--- src/rtl/mux_pack_if.sv ---
// Channel-side byte inputs and packed-word outputs of the decryption-path collector.
// The master drives select/channels and observes the word; the slave is mux_pack.
interface mux_pack_if #(
  parameter int MST_DWIDTH = 32,
  parameter int SYS_DWIDTH = 8
);
  logic [1:0]            select;
  logic [SYS_DWIDTH-1:0] data0_i;
  logic                  valid0_i;
  logic [SYS_DWIDTH-1:0] data1_i;
  logic                  valid1_i;
  logic [SYS_DWIDTH-1:0] data2_i;
  logic                  valid2_i;
  logic [MST_DWIDTH-1:0] data_o;
  logic                  valid_o;
  logic                  drop_o;

  modport master (
    output select, data0_i, valid0_i, data1_i, valid1_i, data2_i, valid2_i,
    input  data_o, valid_o, drop_o
  );

  modport slave (
    input  select, data0_i, valid0_i, data1_i, valid1_i, data2_i, valid2_i,
    output data_o, valid_o, drop_o
  );
endinterface

--- src/rtl/mux_pack.sv ---
// Packs four bytes from one locked decryption channel into a word, LSB first.
// Optional partial-word timeout is enabled by defining MUX_FLUSH_EN.
//
// state | meaning
// IDLE  | no bytes held, waiting for a byte on the selected channel
// B1    | 1 byte held, only the locked channel is accepted
// B2    | 2 bytes held
// B3    | 3 bytes held, next locked byte completes the word
module mux_pack #(
  parameter int MST_DWIDTH   = 32,
  parameter int SYS_DWIDTH   = 8,
  parameter int FLUSH_CYCLES = 16
) (
  input logic        clk_sys,
  input logic        rst,
  mux_pack_if.slave  bus
);

  if (MST_DWIDTH != 4 * SYS_DWIDTH) begin : g_bad_width
    $error("mux_pack: MST_DWIDTH must be 4 * SYS_DWIDTH");
  end
  if (FLUSH_CYCLES < 1 || FLUSH_CYCLES > 255) begin : g_bad_flush
    $error("mux_pack: FLUSH_CYCLES must be in 1..255");
  end

  typedef enum logic [1:0] {IDLE, B1, B2, B3} state_t;

  state_t                  state, state_n;
  logic [1:0]              lock, lock_n;
  logic [3*SYS_DWIDTH-1:0] held, held_n;
  logic [MST_DWIDTH-1:0]   word_n;
  logic                    load, drop_n;
  logic [SYS_DWIDTH-1:0]   data_arr [4];
  logic [3:0]              valid_vec, other_vec;
  logic                    sel_ok;

  // Index 3 is a permanently idle pseudo-channel so select = 3 needs no special path.
  assign data_arr[0] = bus.data0_i;
  assign data_arr[1] = bus.data1_i;
  assign data_arr[2] = bus.data2_i;
  assign data_arr[3] = '0;
  assign valid_vec   = {1'b0, bus.valid2_i, bus.valid1_i, bus.valid0_i};
  assign other_vec   = valid_vec & ~(4'b0001 << lock);
  assign sel_ok      = valid_vec[bus.select];

`ifdef MUX_FLUSH_EN
  localparam logic [7:0] FLUSH_LIM = 8'(FLUSH_CYCLES);
  logic [7:0] idle_cnt, idle_cnt_n;
`endif

  always_comb begin
    state_n = state;
    lock_n  = lock;
    held_n  = held;
    word_n  = '0;
    load    = 1'b0;
    drop_n  = 1'b0;
`ifdef MUX_FLUSH_EN
    idle_cnt_n = '0;
`endif
    if (state == IDLE) begin
      if (sel_ok) begin
        held_n[SYS_DWIDTH-1:0] = data_arr[bus.select];
        lock_n                 = bus.select;
        state_n                = B1;
      end
    end else begin
      drop_n = |other_vec;
      if (valid_vec[lock]) begin
        case (state)
          B1: begin
            held_n[SYS_DWIDTH +: SYS_DWIDTH] = data_arr[lock];
            state_n = B2;
          end
          B2: begin
            held_n[2*SYS_DWIDTH +: SYS_DWIDTH] = data_arr[lock];
            state_n = B3;
          end
          default: begin
            word_n  = {data_arr[lock], held};
            load    = 1'b1;
            held_n  = '0;
            state_n = IDLE;
          end
        endcase
      end else begin
`ifdef MUX_FLUSH_EN
        idle_cnt_n = idle_cnt + 8'd1;
        if (idle_cnt_n == FLUSH_LIM) begin
          held_n     = '0;
          state_n    = IDLE;
          drop_n     = 1'b1;
          idle_cnt_n = '0;
        end
`endif
      end
    end
  end

  always_ff @(posedge clk_sys) begin
    if (rst) begin
      state       <= IDLE;
      lock        <= 2'd0;
      held        <= '0;
      bus.data_o  <= '0;
      bus.valid_o <= 1'b0;
      bus.drop_o  <= 1'b0;
    end else begin
      state       <= state_n;
      lock        <= lock_n;
      held        <= held_n;
      bus.valid_o <= load;
      bus.drop_o  <= drop_n;
      if (load) bus.data_o <= word_n;
    end
  end

`ifdef MUX_FLUSH_EN
  always_ff @(posedge clk_sys) begin
    if (rst) idle_cnt <= '0;
    else     idle_cnt <= idle_cnt_n;
  end
`endif

endmodule

--- src/flat_wrapper.sv ---
// flat-port wrapper written by rule: the top's interface ports become plain ports
module mux_pack_flat 
#(
  parameter int MST_DWIDTH   = 32,
  parameter int SYS_DWIDTH   = 8,
  parameter int FLUSH_CYCLES = 16
)
  (clk_sys, rst, bus_select, bus_data0_i, bus_valid0_i, bus_data1_i, bus_valid1_i, bus_data2_i, bus_valid2_i, bus_data_o, bus_valid_o, bus_drop_o);
  mux_pack_if #(.MST_DWIDTH(MST_DWIDTH), .SYS_DWIDTH(SYS_DWIDTH)) bus_i ();
  input logic clk_sys;
  input logic rst;
  input wire logic [$bits(bus_i.select)-1:0] bus_select;
  input wire logic [$bits(bus_i.data0_i)-1:0] bus_data0_i;
  input wire logic [$bits(bus_i.valid0_i)-1:0] bus_valid0_i;
  input wire logic [$bits(bus_i.data1_i)-1:0] bus_data1_i;
  input wire logic [$bits(bus_i.valid1_i)-1:0] bus_valid1_i;
  input wire logic [$bits(bus_i.data2_i)-1:0] bus_data2_i;
  input wire logic [$bits(bus_i.valid2_i)-1:0] bus_valid2_i;
  output wire logic [$bits(bus_i.data_o)-1:0] bus_data_o;
  output wire logic [$bits(bus_i.valid_o)-1:0] bus_valid_o;
  output wire logic [$bits(bus_i.drop_o)-1:0] bus_drop_o;
  assign bus_i.select = bus_select;
  assign bus_i.data0_i = bus_data0_i;
  assign bus_i.valid0_i = bus_valid0_i;
  assign bus_i.data1_i = bus_data1_i;
  assign bus_i.valid1_i = bus_valid1_i;
  assign bus_i.data2_i = bus_data2_i;
  assign bus_i.valid2_i = bus_valid2_i;
  assign bus_data_o = bus_i.data_o;
  assign bus_valid_o = bus_i.valid_o;
  assign bus_drop_o = bus_i.drop_o;
  mux_pack #(.MST_DWIDTH(MST_DWIDTH), .SYS_DWIDTH(SYS_DWIDTH), .FLUSH_CYCLES(FLUSH_CYCLES)) u_core (.clk_sys(clk_sys), .rst(rst), .bus(bus_i));
endmodule
--- config.mk ---
export PLATFORM = sky130hd
export DESIGN_NAME = mux_pack_flat
export DESIGN_NICKNAME = d
export VERILOG_FILES = /design/src/rtl/mux_pack_if.sv /design/src/rtl/mux_pack.sv /design/src/flat_wrapper.sv
export SDC_FILE = /design/constraint.sdc
export NUM_CORES = 1
export LEC_CHECK = 0
export ABC_AREA = 1
export CORE_ASPECT_RATIO = 0.8
export CORE_MARGIN = 1.5
export CORE_UTILIZATION = 44
export DETAILED_ROUTE_END_ITERATION = 12
export PLACE_DENSITY = 0.71
export SLEW_MARGIN = 20
export SYNTH_ARGS = -nofsm -noshare
export SYNTH_HDL_FRONTEND = slang
export SYNTH_SLANG_ARGS = --single-unit
export TNS_END_PERCENT = 50
--- constraint.sdc ---
create_clock -name clk_sys -period 2.1 [get_ports clk_sys]
set_input_delay 0.21 -clock clk_sys [delete_from_list [all_inputs] [get_ports clk_sys]]
set_output_delay 0.21 -clock clk_sys [all_outputs]
set_load 0.005 [all_outputs]
-- Word-level counts from Yosys, hierarchy flattened
Index checks and enable logic that the tools add are counted.
- $lt $le $gt $ge: 4
- add/sub/neg operators: 0
- muxes and demuxes: 26
- multiply operators: 0
- shift operators: 1
- equality and inequality tests: 4
- reduce and logical (&&, ||, !) cells: 10
- bitwise operators: 7
- divide/modulo/power cells: 0
- operators by type and width (operator ; count):
    32-bit two-way mux ; 3
    8-bit two-way mux ; 8
    8-bit binary-select mux with 2-bit select ; 2
    8-bit case mux with 2 select lines ; 2
    3-bit AND reduction ; 3
    3-bit greater-or-equal comparator (second input constant) ; 2
    2-bit by 3-bit less-than comparator with 1-bit output (second input constant) ; 2
    2-bit two-way mux ; 3
    2-bit NOT with 3-bit output ; 2
    1-bit two-way mux ; 5
    3-bit by 4-bit AND with 4-bit output ; 1
    1-bit binary-select mux with 2-bit select ; 2
    2-bit by 1-bit inequality test with 1-bit output (second input constant) ; 2
    4-bit NOT ; 1
    2-bit case mux with 2 select lines ; 1
    2-bit AND reduction ; 2
    2-bit OR reduction ; 2
    4-bit OR reduction ; 1
    1-bit by 2-bit left shift with 4-bit output (first input constant) ; 1
    1-bit NOT ; 3
    2-bit by 1-bit equality test with 1-bit output (second input constant) ; 1
    2-bit equality test (second input constant) ; 1
    2-bit logical NOT ; 1
    2-bit nonzero test ; 1
- output and inout port bits: 34
- RAM bits: 0
- bits in registers: 62
- bits in latches: 0
- logic and storage cells: 60
- ROM bits: 0
- memories: 0

-- Logic depth before layout (Yosys ltp)
- depth after elaboration: 7
- gate-level depth with buffers: 9
- gate-level depth less buffers: 8

-- Worst setup path before layout
Ideal clock, no wire load.
- kind: register to register
- from: register u_core.state[0]
- to: register u_core.held[1]
- period minus slack after synthesis: 1.463 ns
- setup time: 0.115 ns
- buffers on the path: 2
- required time: 1.985 ns
- stages on the path, launching flop included: 9
- data arrival time: 1.348 ns
- path slack: 0.637 ns
- cell sequence: dfxtp_1 inv_1 ha_1 nor2_1 nand2_2 buf_6 buf_8 a21oi_1 nor2_1
- cells in the longest elaborated chain, start to end: 4
- elaborated cells between the ends (all ways): 9
- those cells by class: 4 x eq/ne; 1 x mux; 4 x reduce/logical
- ends and longest elaborated chain (item ; RTL line ; source):
    start, declared ; mux_pack.sv:28 ; state_t state, state_n;
    start signal, assigned ; mux_pack.sv:109 ; state <= state_n;
    2-bit by 1-bit equality test with 1-bit output or 2-bit equality test (tied branches) ; mux_pack.sv:70 ; case (state)
    2-bit OR reduction (no line) ; n/a ;
    2-bit by 1-bit inequality test with 1-bit output (no line) ; n/a ;
    3-bit AND reduction (no line) ; n/a ;
    end signal, assigned ; mux_pack.sv:111 ; held <= held_n;
    end, declared ; mux_pack.sv:30 ; logic [3*SYS_DWIDTH-1:0] held, held_n;
Parallel ways exist; a longest one is shown, timed or not.
A chain may end at the register's enable or synchronous reset.

-- Final worst setup path
- from: register u_core.lock[1]
- to: register u_core.bus.data_o[31]
- cells in the longest elaborated chain, start to end: 7
- elaborated cells between the ends (all ways): 11
- those cells by class: 10 x mux; 1 x bitwise
- ends and longest elaborated chain (item ; RTL line ; source):
    start, declared ; mux_pack.sv:29 ; logic [1:0] lock, lock_n;
    start signal, assigned ; mux_pack.sv:110 ; lock <= lock_n;
    2-bit NOT with 3-bit output (not written as such) ; mux_pack.sv:80 ; word_n = {data_arr[lock], held};
    8-bit binary-select mux with 2-bit select ; mux_pack.sv:80 ;
    8-bit two-way mux (not written as such) (2 in a row) ; mux_pack.sv:80 ;
    32-bit two-way mux ; mux_pack.sv:70 ;
    32-bit two-way mux ; mux_pack.sv:69 ; if (valid_vec[lock]) begin
    32-bit two-way mux ; mux_pack.sv:61 ; if (state == IDLE) begin
    end signal, assigned ; mux_pack.sv:114 ; if (load) bus.data_o <= word_n;
    end, declared ; mux_pack_if.sv:25 ; output data_o, valid_o, drop_o
Parallel ways exist; a longest one is shown, timed or not. The select of a mux whose other input is x is not followed.

==> qor.csv <==
metric,value,unit
outcome,completed,
DRC Markers,0,
buffer and inverter count on the worst path,1,
CP max-delay cell,nor2_1,
most used cell along the critical path,nor2_1,
root buf cell,clkbuf_8,
Area contributors post-synth,"dfxtp_1, nand2_1, nor2_1, inv_1, a21oi_1",
Net Switching,1920,uW
Num CTS Buffers,9,
Syn Std Cell Area,0.00290,mm^2
fin crit share,80.5,%
Initial DRT Pass Iterations,4,
min Tclk post-route,1.69,ns
I/O Pins,65,
clock share of power,22.4,%
VDD IR max,0.671,mV
Hold Crit Class,flop to flop,
initial DRC count,110,
share of the synthesized area in the top cell type,42.9,%
DP Worst Slack,0.336,ns
cts hold-fix bufs,0,
die height,75.6,um
post-synthesis sequential area ratio,42.9,%
Die ar.,0.00708,mm^2
number of flops mapped to enable cells by yosys,0,
Pwr Density,1380,mW/mm^2
Leakage,0.00173,uW
max_slew headroom,58.4,%
worst-path fanout max,8,
CTS tree,built,
"flops & latches, synth",62,
worst skew pair latency,0.35,ns
pin count of the biggest net entering global routing,60,
"CTS clk-pin slew, worst paths",0.07,ns
worst-path cell chain,"inv_1, nor2_1, nand2_1, nand3_1, o21ai_0, nor2_1",
n_diodes,0,
Final Hold Fails,0,
DP HPWL,4930,um
Worst Setup End Kind,flop,
Post-DRT Antenna Nets,0,
sw frac,36.0,%
RSZ-0062 raised after global routing,false,
postcts setup bufs,0,
Max Cap Viol,0,
Chip Width,93.7,um
Initial Util,45.4,%
GR Overflow Total,0,
ys async rst share,0,%
Worst path max stage delay,0.49,ns
CP Launch Type,flop,
CP top delay family,simple AND/OR/NAND/NOR gates,
cell internal pwr,3400,uW
Critical Path AT,1.97,ns
H-tree depth,3,
layout net count,539,
Fmax achieved,592,MHz
clock sinks,62,
Port Buf Inserts,64,
Setup Total Neg Slack,0,ns
Comb pwr share,42.6,%
GRT Util Overall,21.3,%
Clock Path Buffers,2,
Worst Clk Skew,0.0119,ns
area grow syn2layout,33.0,%
vias in the first global route,2407,
Max Slew Vio Count,0,
Placer Congestion,0.912,
global-route wire length before repair,11300,um
syn_nets,477,
biggest area consumer among synthesized cells,dfxtp_1,
Via-to-Cell Ratio,4.69,
post-synth cell types,22,
critical path required time,2.38,ns
Synth top cells by count,"nand2_1, nor2_1, dfxtp_1, inv_1, a21oi_1",
core area,0.00638,mm^2
critical path type,flop to flop,
Main synth FF type,dfxtp_1,
Synth Area per Inst,6.55,um^2
"count leader, synth",nand2_1,
"Setup violations, final",0,
Routed WL per cell,11.9,um
via count,2779,
initial antenna violation count,0,
WL final,7070,um
Reg power frac,34.9,%
share of cells above drive strength 1,6.29,%
Syn Inst Count,442,
setup ws final,0.409,ns
Post-CTS Resized,0,
Slew @ Worst Pin,0.622,ns
cell row count,26,
YS warnings,0,
==> placed cells by master (no fill, tap or decap), types with 5 or more instances in the layout <==
cell and n:
dfxtp_1 62, clkdlybuf4s50_1 64, nand2_1 100, a21oi_1 35
clkbuf_8 10, nand3_1 31, buf_4 5, o21ai_0 31
nor2_1 96, inv_1 48
==> stage by stage <==
step	instances	total power (uW)	hold WS [ns]	cell area [um^2]	util (%)
floorplan	442	3280	0.279	2900	-
global placement	577	4110	0.462	3620	56.8
global route	593	5780	0.512	3850	60.4
finish	593	5320	0.483	3850	60.4
detailed placement	577	4160	0.472	3620	56.8
CTS	593	5380	0.489	3850	60.4
==> worst paths after layout <==
| kind | slack, ns | endpoint | cells after the start | start |
|---|---|---|---|---|
| hold reg to reg | 0.48 | u_core.bus.data_o[15] | 2 | u_core.bus.data_o[15] |
| setup reg to reg | 0.41 | u_core.bus.data_o[31] | 6 | u_core.lock[1] |
| setup / recovery | 0.41 | u_core.bus.data_o[31] | 6 | u_core.lock[1] |
| hold / removal | 0.48 | u_core.bus.data_o[15] | 2 | u_core.bus.data_o[15] |
==> sequential cells by signal (all words and copies together) (netlist names) <==
name and count:
u_core.held 24, u_core.bus.valid_o 1, u_core.bus.drop_o 1, u_core.lock 2, u_core.bus.data_o 32, u_core.state 2
==> power by group through the flow <==
stage / Sequential, uW / Combinational [uW] / Clock (uW)
global placement: 1870 / 2240 / 0
detailed placement: 1890 / 2270 / 0
global route: 1910 / 2590 / 1280
finish: 1860 / 2270 / 1190
CTS: 1860 / 2290 / 1220
floorplan: 1880 / 1400 / 0
==> cell families after synthesis <==
kind of cell    synth area share, %
compound gates                 12.2
fa+ha+maj                      1.73
buf+inv                        10.8
flops                          42.9
simple gates                   32.4
==> per-layer routing <==
| metal | GRT usage (%) | up-vias | wire length, um |
|---|---|---|---|
| met3 | 7.49 | 9 | 338 |
| li1 | - | 1491 | - |
| met1 | 26.6 | 1215 | 3280 |
| met4 | 6.63 | 0 | 97 |
| met5 | 0 | - | 0 |
| met2 | 35.3 | 64 | 3360 |
==> worst register-to-register path, cell delays in order (launching register included) <==
cell	delay (ns)
dfxtp_1	0.45
inv_1	0.11
nor2_1	0.49
nand2_1	0.11
nand3_1	0.24
o21ai_0	0.14
nor2_1	0.09
==> final cells by class <==
| cell class | count | area, um^2 |
|---|---|---|
| fillers | 633 | 2520 |
| clock buffers | 10 | 138 |
| clock inverters | 6 | 92.6 |
| multi-input cells | 307 | 1340 |
| flip-flops and latches | 62 | 1240 |
| repair buffers | 72 | 738 |
| well taps | 84 | 105 |
| inverters | 52 | 195 |
Power figures use the tool's default switching activity.
